[config.mk]
export PLATFORM = sky130hd
export DESIGN_NAME = l_basic_op_unit
export DESIGN_NICKNAME = d
export VERILOG_FILES = /design/src/rtl/l_basic_op_unit.sv
export SDC_FILE = /design/constraint.sdc
export NUM_CORES = 1
export LEC_CHECK = 0
export CAP_MARGIN = 25
export CORE_ASPECT_RATIO = 2
export CORE_MARGIN = 4
export CORE_UTILIZATION = 48
export CTS_CLUSTER_SIZE = 30
export DETAILED_ROUTE_END_ITERATION = 8
export PLACE_DENSITY = 0.7
export SLEW_MARGIN = 5
export SYNTH_ARGS = -nofsm -noshare
export SYNTH_HDL_FRONTEND = slang
export SYNTH_SLANG_ARGS = --single-unit
[constraint.sdc]
create_clock -name clk -period 0.95 [get_ports clk]
set_input_delay 0.095 -clock clk [delete_from_list [all_inputs] [get_ports clk]]
set_output_delay 0.095 -clock clk [all_outputs]
set_load 0.02 [all_outputs]
[src/rtl/l_basic_op_unit.sv]
// Registered G.729 basic-operator unit: saturating L_add, L_mult and L_shr.
// Define L_BASIC_OP_STICKY_OVF_EN for a sticky overflow flag cleared by ovf_clr.
module l_basic_op_unit (
   input  logic        clk,
   input  logic        reset,
   input  logic        start,
   input  logic [1:0]  op,
   input  logic [31:0] a,
   input  logic [31:0] b,
   input  logic        ovf_clr,
   output logic [31:0] result,
   output logic        overflow,
   output logic        done
);

   typedef enum logic {StIdle, StDone} stateT;

   localparam logic [31:0] MaxPos = 32'h7FFF_FFFF;
   localparam logic [31:0] MaxNeg = 32'h8000_0000;

   stateT       state;
   logic [31:0] addSum, addRes, multA, multB, multProd, multRes;
   logic [31:0] shrRes, shlRes, shRes, opRes;
   logic [63:0] shlWide;
   logic [16:0] shlMag;
   logic [4:0]  shrAmt;
   logic        addOvf, multOvf, shlFits, shlOvf, shOvf, opOvf;

   // L_add
   assign addSum = a + b;
   assign addOvf = (a[31] == b[31]) && (addSum[31] != a[31]);
   assign addRes = addOvf ? (a[31] ? MaxNeg : MaxPos) : addSum;

   // L_mult: only 0x8000 * 0x8000 can exceed the doubled-product range
   assign multA    = {{16{a[15]}}, a[15:0]};
   assign multB    = {{16{b[15]}}, b[15:0]};
   assign multProd = multA * multB;
   assign multOvf  = (a[15:0] == 16'h8000) && (b[15:0] == 16'h8000);
   assign multRes  = multOvf ? MaxPos : (multProd << 1);

   // L_shr: counts of 31 and above fill with the sign bit
   assign shrAmt = (b[14:5] != 10'd0 || b[4:0] == 5'd31) ? 5'd31 : b[4:0];
   assign shrRes = $signed(a) >>> shrAmt;

   // Negative count: left shift by the magnitude; -32768 yields 32768
   assign shlMag  = 17'd0 - {b[15], b[15:0]};
   assign shlWide = {{32{a[31]}}, a} << shlMag[4:0];
   assign shlFits = (shlMag[16:5] == 12'd0) &&
                    ((&shlWide[63:31]) || !(|shlWide[63:31]));
   assign shlOvf  = (a != 32'd0) && !shlFits;
   assign shlRes  = (a == 32'd0) ? 32'd0 :
                    shlFits      ? shlWide[31:0] :
                    a[31]        ? MaxNeg : MaxPos;

   assign shRes = b[15] ? shlRes : shrRes;
   assign shOvf = b[15] & shlOvf;

   always_comb begin
      opRes = 32'd0;
      opOvf = 1'b0;
      unique case (op)
         2'b00: begin
            opRes = addRes;
            opOvf = addOvf;
         end
         2'b01: begin
            opRes = multRes;
            opOvf = multOvf;
         end
         2'b10: begin
            opRes = shRes;
            opOvf = shOvf;
         end
         default: begin
            opRes = 32'd0;
            opOvf = 1'b0;
         end
      endcase
   end

`ifndef L_BASIC_OP_STICKY_OVF_EN
   logic unusedOvfClr;
   assign unusedOvfClr = ovf_clr;
`endif

   always_ff @(posedge clk or posedge reset) begin
      if (reset) begin
         state    <= StIdle;
         result   <= 32'd0;
         overflow <= 1'b0;
      end else if (start) begin
         state  <= StDone;
         result <= opRes;
`ifdef L_BASIC_OP_STICKY_OVF_EN
         overflow <= (overflow & ~ovf_clr) | opOvf;
`else
         overflow <= opOvf;
`endif
      end else begin
         state <= StIdle;
`ifdef L_BASIC_OP_STICKY_OVF_EN
         if (ovf_clr) overflow <= 1'b0;
`endif
      end
   end

   assign done = (state == StDone);

endmodule

Word-level counts from Yosys, hierarchy flattened
Index checks and enable logic that the tools add are counted.

storage, ports and cells
  register bits after elaboration = 34
  bits in latches = 0
  memory bits (writable) = 0
  ROM bits = 0
  bits of input ports = 70
  output and inout bits = 34
  logic and storage cells = 41
  memories = 0

operators by class
  $add $sub $neg = 2
  multipliers = 1
  div/mod/pow operators = 0
  order comparisons = 0
  eq/ne operators = 7
  shift operators = 2
  multiplexer cells = 10
  bitwise operators = 1
  reductions and logical operators = 15

operator list
  kind                     count
  $mux W32                 6
  $pmux W32 S3             1
  $shl A64 B5 Y64          1
  $reduce_and A33 Y1       1
  $reduce_or A33 Y1        1
  $add A32 B32 Y32         1
  $eq A16 B16 Y1 const B   2
  $logic_not A32 Y1        1
  $reduce_bool A32 Y1      1
  $sshr A32 B5 Y32         1
  $mul A16 B16 Y31         1
  $sub A1 B16 Y17 const A  1
  $logic_not A12 Y1        1
  $reduce_bool A10 Y1      1
  $eq A5 B5 Y1 const B     1
  $mux W5                  1
  $logic_and A1 B1 Y1      4
  $pmux W1 S3              1
  $eq A2 B1 Y1 const B     1
  $eq A2 B2 Y1 const B     1
  $logic_not A1 Y1         2
  $logic_not A2 Y1         1
  $logic_or A1 B1 Y1       2
  $and A1 B1 Y1            1
  3 further kinds          3

Depth between registers and ports, before layout
  depth in word-level cells = 10
  gate-level depth with buffers = 28
  gate-level depth less buffers = 26

Worst setup path after synthesis
Ideal clock, no wire load.

  kind = input port to flip-flop
  from = input port b[3]
  to = register result[29]
  setup time = 124 ps
  arrival = 6557 ps
  data required time = 826 ps
  path slack = -5731 ps
  stages on the path = 25
  buffers on the path = 4
  cells stage by stage = buf_2 buf_1 clkbuf_1 clkbuf_1 nand2_1 fa_1 fa_1 fa_1 fa_1 inv_1 fa_1 fa_1 ha_1 a21o_1 a21o_1 a21o_1 a31o_2 a211o_1 nand2_1 a31oi_1 a221oi_1 o21ai_0 xor2_1 o21ai_0 a21oi_1

between the ends
  longest elaborated chain between the ends = 10
  elaborated cells between the ends (all ways) = 24
  classes of those cells = add/sub (2); mul (1); eq/ne (3); shift (2); mux (7); reduce/logical (9)

RTL lines
  item                  line  text
  from (decl)           9     input logic [31:0] b,
  $sub A1 B16 Y17       46    assign shlMag = 17'd0 - {b[15], b[15:0]};
  $shl A64 B5 Y64       47    assign shlWide = {{32{a[31]}}, a} << shlMag[4:0];
  $reduce_or A33 Y1     49    ((&shlWide[63:31]) || !(|shlWide[63:31]));
  $logic_not A1 Y1      49
  $logic_or A1 B1 Y1    49
  $logic_and A1 B1 Y1   48    assign shlFits = (shlMag[16:5] == 12'd0) &&
  $mux W32              52    shlFits ? shlWide[31:0] :
  $mux W32              51    assign shlRes = (a == 32'd0) ? 32'd0 :
  $mux W32              55    assign shRes = b[15] ? shlRes : shrRes;
  $pmux W32 S3 (*)      61    unique case (op)
  to (signal assigned)  93    result <= opRes;
  to (decl)             11    output logic [31:0] result,

Every way passes the cells marked *; elsewhere a longest branch is shown, timed or not.
A chain may end at the register's enable or synchronous reset.

Worst setup path in the final report
  from = input port a[7]
  to = register result[27]

between the ends
  longest elaborated chain between the ends = 9
  elaborated cells between the ends (all ways) = 20
  classes of those cells = add/sub (1); mul (1); eq/ne (2); shift (2); mux (6); reduce/logical (8)

RTL lines
  item                                                                      line  text
  from (decl)                                                               8     input logic [31:0] a,
  parallel branches: the longest is 8 deep, another holds $mul A16 B16 Y31  --
  $pmux W32 S3 (*)                                                          61

Every way passes the cells marked *.

==> summary by stage <==
Cells and area
The sequential cells in the finished layout cover a total of 861 µm². The final cell area excluding filler cells is roughly 0.027 mm². In the final layout, the multi-input gates occupy 0.0171 mm². Fill cells in the final layout number 2801. After the last flow step, the layout net total stands at 3455. The area added between synthesis and finish is 49.6%. The fraction of final layout cells sized beyond drive strength 1 is 38.5%.

Floorplan
The die covers 0.0416 mm². The number of top-level design ports is 104. The effective utilization at floorplan is 48.4%. The initialized floorplan defines 101 standard-cell rows. The die is between 100 and 150 µm wide. The floorplan step set the die height to 285 µm.

The placeable core region is 0.0379 mm².

Critical path
For the worst setup path, the data required time is approximately 1.1 ns. STA classifies the critical path startpoint as an input port. The reg-to-reg setup timing slack is -0.43 ns. The cell count of the worst reg-to-reg path is 5. The setup path with the least slack is of type input port to flop. In this run the worst path has a maximum fanout of 5. Broken down by cell family, the worst path's largest delay share belongs to adder cells. The cell at the slowest stage of the critical path is sky130_fd_sc_hd__fa_1. STA classifies the critical path endpoint as a flop. Data arrives at the worst endpoint at around 6.2 ns. The most prevalent standard cell on the critical path is sky130_fd_sc_hd__fa_1. The count of buffer and inverter cells on the critical path is 7.

The largest incremental delay on the critical path is about 0.54 ns. The total stage count of the critical path is 25.

Synth
Of the post-synthesis cell area, the dominant cell type holds 28.0%. The share of the yosys chip area belonging to registers is 4.63%. Synthesis produced a netlist whose cell count is about 2.3k. The total number of yosys warnings is 0. The total nets after synthesis is 2724. The main flop type after synthesis is sky130_fd_sc_hd__dfrtp_1. The distinct cell type count of the synthesized netlist is 81. The number of synthesized register bits is 34. The synthesized area per cell is 8.04 µm².

The synthesized design spends more area on one cell type than any other, namely sky130_fd_sc_hd__fa_1. The number of enable flip-flop cells after synthesis is 0. The synthesized netlist occupies a cell area of between 0.015 and 0.02 mm². The share of flip-flops with an asynchronous set or reset is 100%.

By area the synthesized netlist is led by sky130_fd_sc_hd__fa_1 28%, sky130_fd_sc_hd__ha_1 7.8%, sky130_fd_sc_hd__inv_1 6.4%, sky130_fd_sc_hd__mux2i_1 5.4%, sky130_fd_sc_hd__nand2_1 5.1%.

Drt
For this block, the via count after detailed routing is 22.3k. The detail route stage leaves a number of antenna-violating nets equal to 0. In the routed design, unresolved DRC markers number 0.

Wires add up to around 100 mm. The via density per instance is between 6 and 7. The detail-routed net length per standard cell is 29.2 µm. The first-pass iteration count of the detailed router is 6. In this run, the number of DRC markers left after iteration 0 of detailed routing was 2008.

STA
Setup repair after global routing could not meet its margin everywhere. For the pin with the worst max-slew slack, the measured transition is 1.05 ns. The final count of pins violating max slew was 0. The post-route minimum period is 5.98 ns. The number of endpoints with negative hold slack in the final report is 0.

The maximum clock frequency is 167 MHz. The worst path setup slack after routing is -5.03 ns. The worst path uses 629% of the clock period. The worst-case hold slack is 0.156 ns.

Setup violations remaining at the end of the flow were counted as 51. The headroom to the max-slew limit is between 20% and 30%. The largest clock skew in the final design is 0 ns.

Clocking
The post-CTS clock slew at the launch and capture registers of the worst setup and hold paths is approximately 0.06 ns. The cell sitting at the root of the clock tree is a sky130_fd_sc_hd__clkbuf_16. At the later pin of the worst-skew pair, clock insertion delay measures 0.29 ns. The largest buffer count on any clock path is 2. The clock tree from TritonCTS is done. The number of buffers created by CTS is 5. The sink count of the clock tree is 34. The post-cts hold buffer count is 0. The H-tree was split into 2 levels.

Place
After legalization and detailed placement, the total HPWL measured approximately 80 mm. Timing analysis after detailed placement gives a worst setup slack of -5.78 ns. The last weighted congestion value of the routability-driven placer is 1.13.

The placed cell area is ~0.025 mm². Input and output buffers added on the ports amount to 102.

Pwr
The leakage power total is 13.1 nW. The power per cell area is ~3900 mW/mm². IR analysis of the VDD net gives a maximum drop of 4.83 mV.

GRT
The global-route wire length before repair is approximately 150 mm. The pin count of the biggest net entering global routing is 40. Global routing consumed, over all layers together, 46.9% of the routing resources. The via count of the first global-routing pass is 23.8k. The initial antenna violation count is 9.

The aggregate global routing overflow is 0.

Hold path
In this run the worst hold path is classified as input port to asynchronous set/reset pin.

Outcome
The run finished, with violations left. The checks that failed: setup timing.

Flow run
The tool flagged a number of max-cap violations equal to 0.
per-stage QoR:
step	util [%]	total power, mW	instances	setup TNS (ns)
after global placement	66.2	79.9	3383	-167.89
after global routing	72.4	112	3483	-144.31
after detailed placement	66.2	82.7	3383	-169.44
after CTS	70.3	96.8	3452	-136.88
after floorplan	-	48.8	2283	-130.40
final	72.4	108	3490	-140.93
sequential cells by signal, indices dropped and copies added, names as in the netlist:
name,flops
done,1
result,32
overflow,1
layer usage:
| metal | wire, µm | GRT usage (%) | share of wire (%) | vias to the layer above |
|---|---|---|---|---|
| li1 | - | - | - | 9210 |
| met1 | 28100 | 40.9 | 28 | 10600 |
| met2 | 49700 | 81.2 | 49 | 1584 |
| met3 | 8630 | 12.0 | 8.5 | 856 |
| met4 | 15700 | 52.0 | 15 | 0 |
| met5 | 0 | 0 | 0 | - |
timing repair:
action                     CTS  global route
cloned                       0             2
gates resized for setup    496           204
pin swaps                  144           136
buffers inserted            63            37
setup endpoints to repair   67            57
cell type report:
class                      instances  area share [%]
sequential                        34            3.13
antenna                           12           0.109
timing repair buffer             880            27.5
inverter                         315            4.34
clock inverter                     3           0.251
multi-input combinational       1778            62.1
clock buffer                       5           0.456
tap                              463            2.11
synthesized netlist by cell type, types with 6 or more instances:
cell	count
sky130_fd_sc_hd__nand4_1	12
sky130_fd_sc_hd__nor4_1	17
sky130_fd_sc_hd__o22ai_1	7
sky130_fd_sc_hd__ha_1	114
sky130_fd_sc_hd__or3_1	7
sky130_fd_sc_hd__a21o_1	33
sky130_fd_sc_hd__a2111oi_0	6
sky130_fd_sc_hd__buf_6	6
sky130_fd_sc_hd__o2111ai_1	11
sky130_fd_sc_hd__nand2_1	250
sky130_fd_sc_hd__a211oi_1	25
sky130_fd_sc_hd__buf_2	27
sky130_fd_sc_hd__inv_1	314
sky130_fd_sc_hd__dfrtp_1	34
sky130_fd_sc_hd__mux2_2	17
sky130_fd_sc_hd__nor2_1	135
sky130_fd_sc_hd__nand3_1	43
sky130_fd_sc_hd__o31ai_1	6
sky130_fd_sc_hd__a41oi_1	6
sky130_fd_sc_hd__nor3_1	34
sky130_fd_sc_hd__or2_2	6
sky130_fd_sc_hd__a2bb2oi_1	8
sky130_fd_sc_hd__mux2i_1	99
sky130_fd_sc_hd__fa_1	257
sky130_fd_sc_hd__a22o_1	8
sky130_fd_sc_hd__xnor2_1	54
sky130_fd_sc_hd__mux4_2	30
sky130_fd_sc_hd__nor2b_1	13
sky130_fd_sc_hd__a21oi_1	123
sky130_fd_sc_hd__a221oi_1	7
sky130_fd_sc_hd__xor2_1	15
sky130_fd_sc_hd__o221ai_1	6
sky130_fd_sc_hd__clkbuf_1	108
sky130_fd_sc_hd__and2_1	117
sky130_fd_sc_hd__o21a_1	17
sky130_fd_sc_hd__buf_1	12
sky130_fd_sc_hd__a31oi_1	32
sky130_fd_sc_hd__and3_1	13
sky130_fd_sc_hd__o21ai_0	124
sky130_fd_sc_hd__o21bai_1	8
sky130_fd_sc_hd__nand2b_1	13
sky130_fd_sc_hd__o211ai_1	30
tightest hold or removal path, stage by stage:
cell	delay, ns
sky130_fd_sc_hd__clkdlybuf4s50_1	0.40
sky130_fd_sc_hd__inv_1	0.09
sky130_fd_sc_hd__buf_12	0.22
report_power, final:
group          total [mW]  switching (mW)  leakage, nW  internal [mW]
Sequential           2.46           0.525        0.428           1.93
Clock                2.19           0.679       0.0941           1.51
Combinational         104            53.3         12.6           50.2
Total                 108            54.5         13.1           53.6
final timing paths:
check,to,start
max,result[27]$_DFFE_PP0P_,a[7]
min,done$_DFF_PP0_,reset
max reg2reg,result[29]$_DFFE_PP0P_,result[29]$_DFFE_PP0P_
min reg2reg,overflow$_DFFE_PP0P_,overflow$_DFFE_PP0P_
max in group asynchronous,result[16]$_DFFE_PP0P_,reset
min in group clk,done$_DFF_PP0_,start
logic make-up after synthesis:
family                   share of synthesized area [%]
multiplexers                                      10.1
XOR/XNOR                                          3.29
buffers and inverters                             10.1
AND/OR/NAND/NOR                                   17.9
adder cells (fa/ha/maj)                           35.8
AO/OA/AOI/OAI                                     18.2
flip-flops                                        4.64
layout by cell type, fill, tap and decap left out, types with 21 or more instances in the layout:
cell                                n
sky130_fd_sc_hd__nand3_1           40
sky130_fd_sc_hd__inv_1            278
sky130_fd_sc_hd__fa_2              25
sky130_fd_sc_hd__a211oi_1          21
sky130_fd_sc_hd__o21ai_0           97
sky130_fd_sc_hd__o211ai_1          30
sky130_fd_sc_hd__buf_12            37
sky130_fd_sc_hd__mux4_2            30
sky130_fd_sc_hd__nor2_1           124
sky130_fd_sc_hd__buf_6             89
sky130_fd_sc_hd__and2_1            93
sky130_fd_sc_hd__buf_4            678
sky130_fd_sc_hd__a21o_1            33
sky130_fd_sc_hd__xnor2_1           42
sky130_fd_sc_hd__nand2_1          236
sky130_fd_sc_hd__inv_2             34
sky130_fd_sc_hd__dfrtp_1           26
sky130_fd_sc_hd__a21oi_1          105
sky130_fd_sc_hd__mux2i_1           87
sky130_fd_sc_hd__nor3_1            28
sky130_fd_sc_hd__ha_1              89
sky130_fd_sc_hd__a31oi_1           23
sky130_fd_sc_hd__and2_4            24
sky130_fd_sc_hd__fa_1             232
sky130_fd_sc_hd__clkdlybuf4s50_1   36
Power figures use the tool's default switching activity.
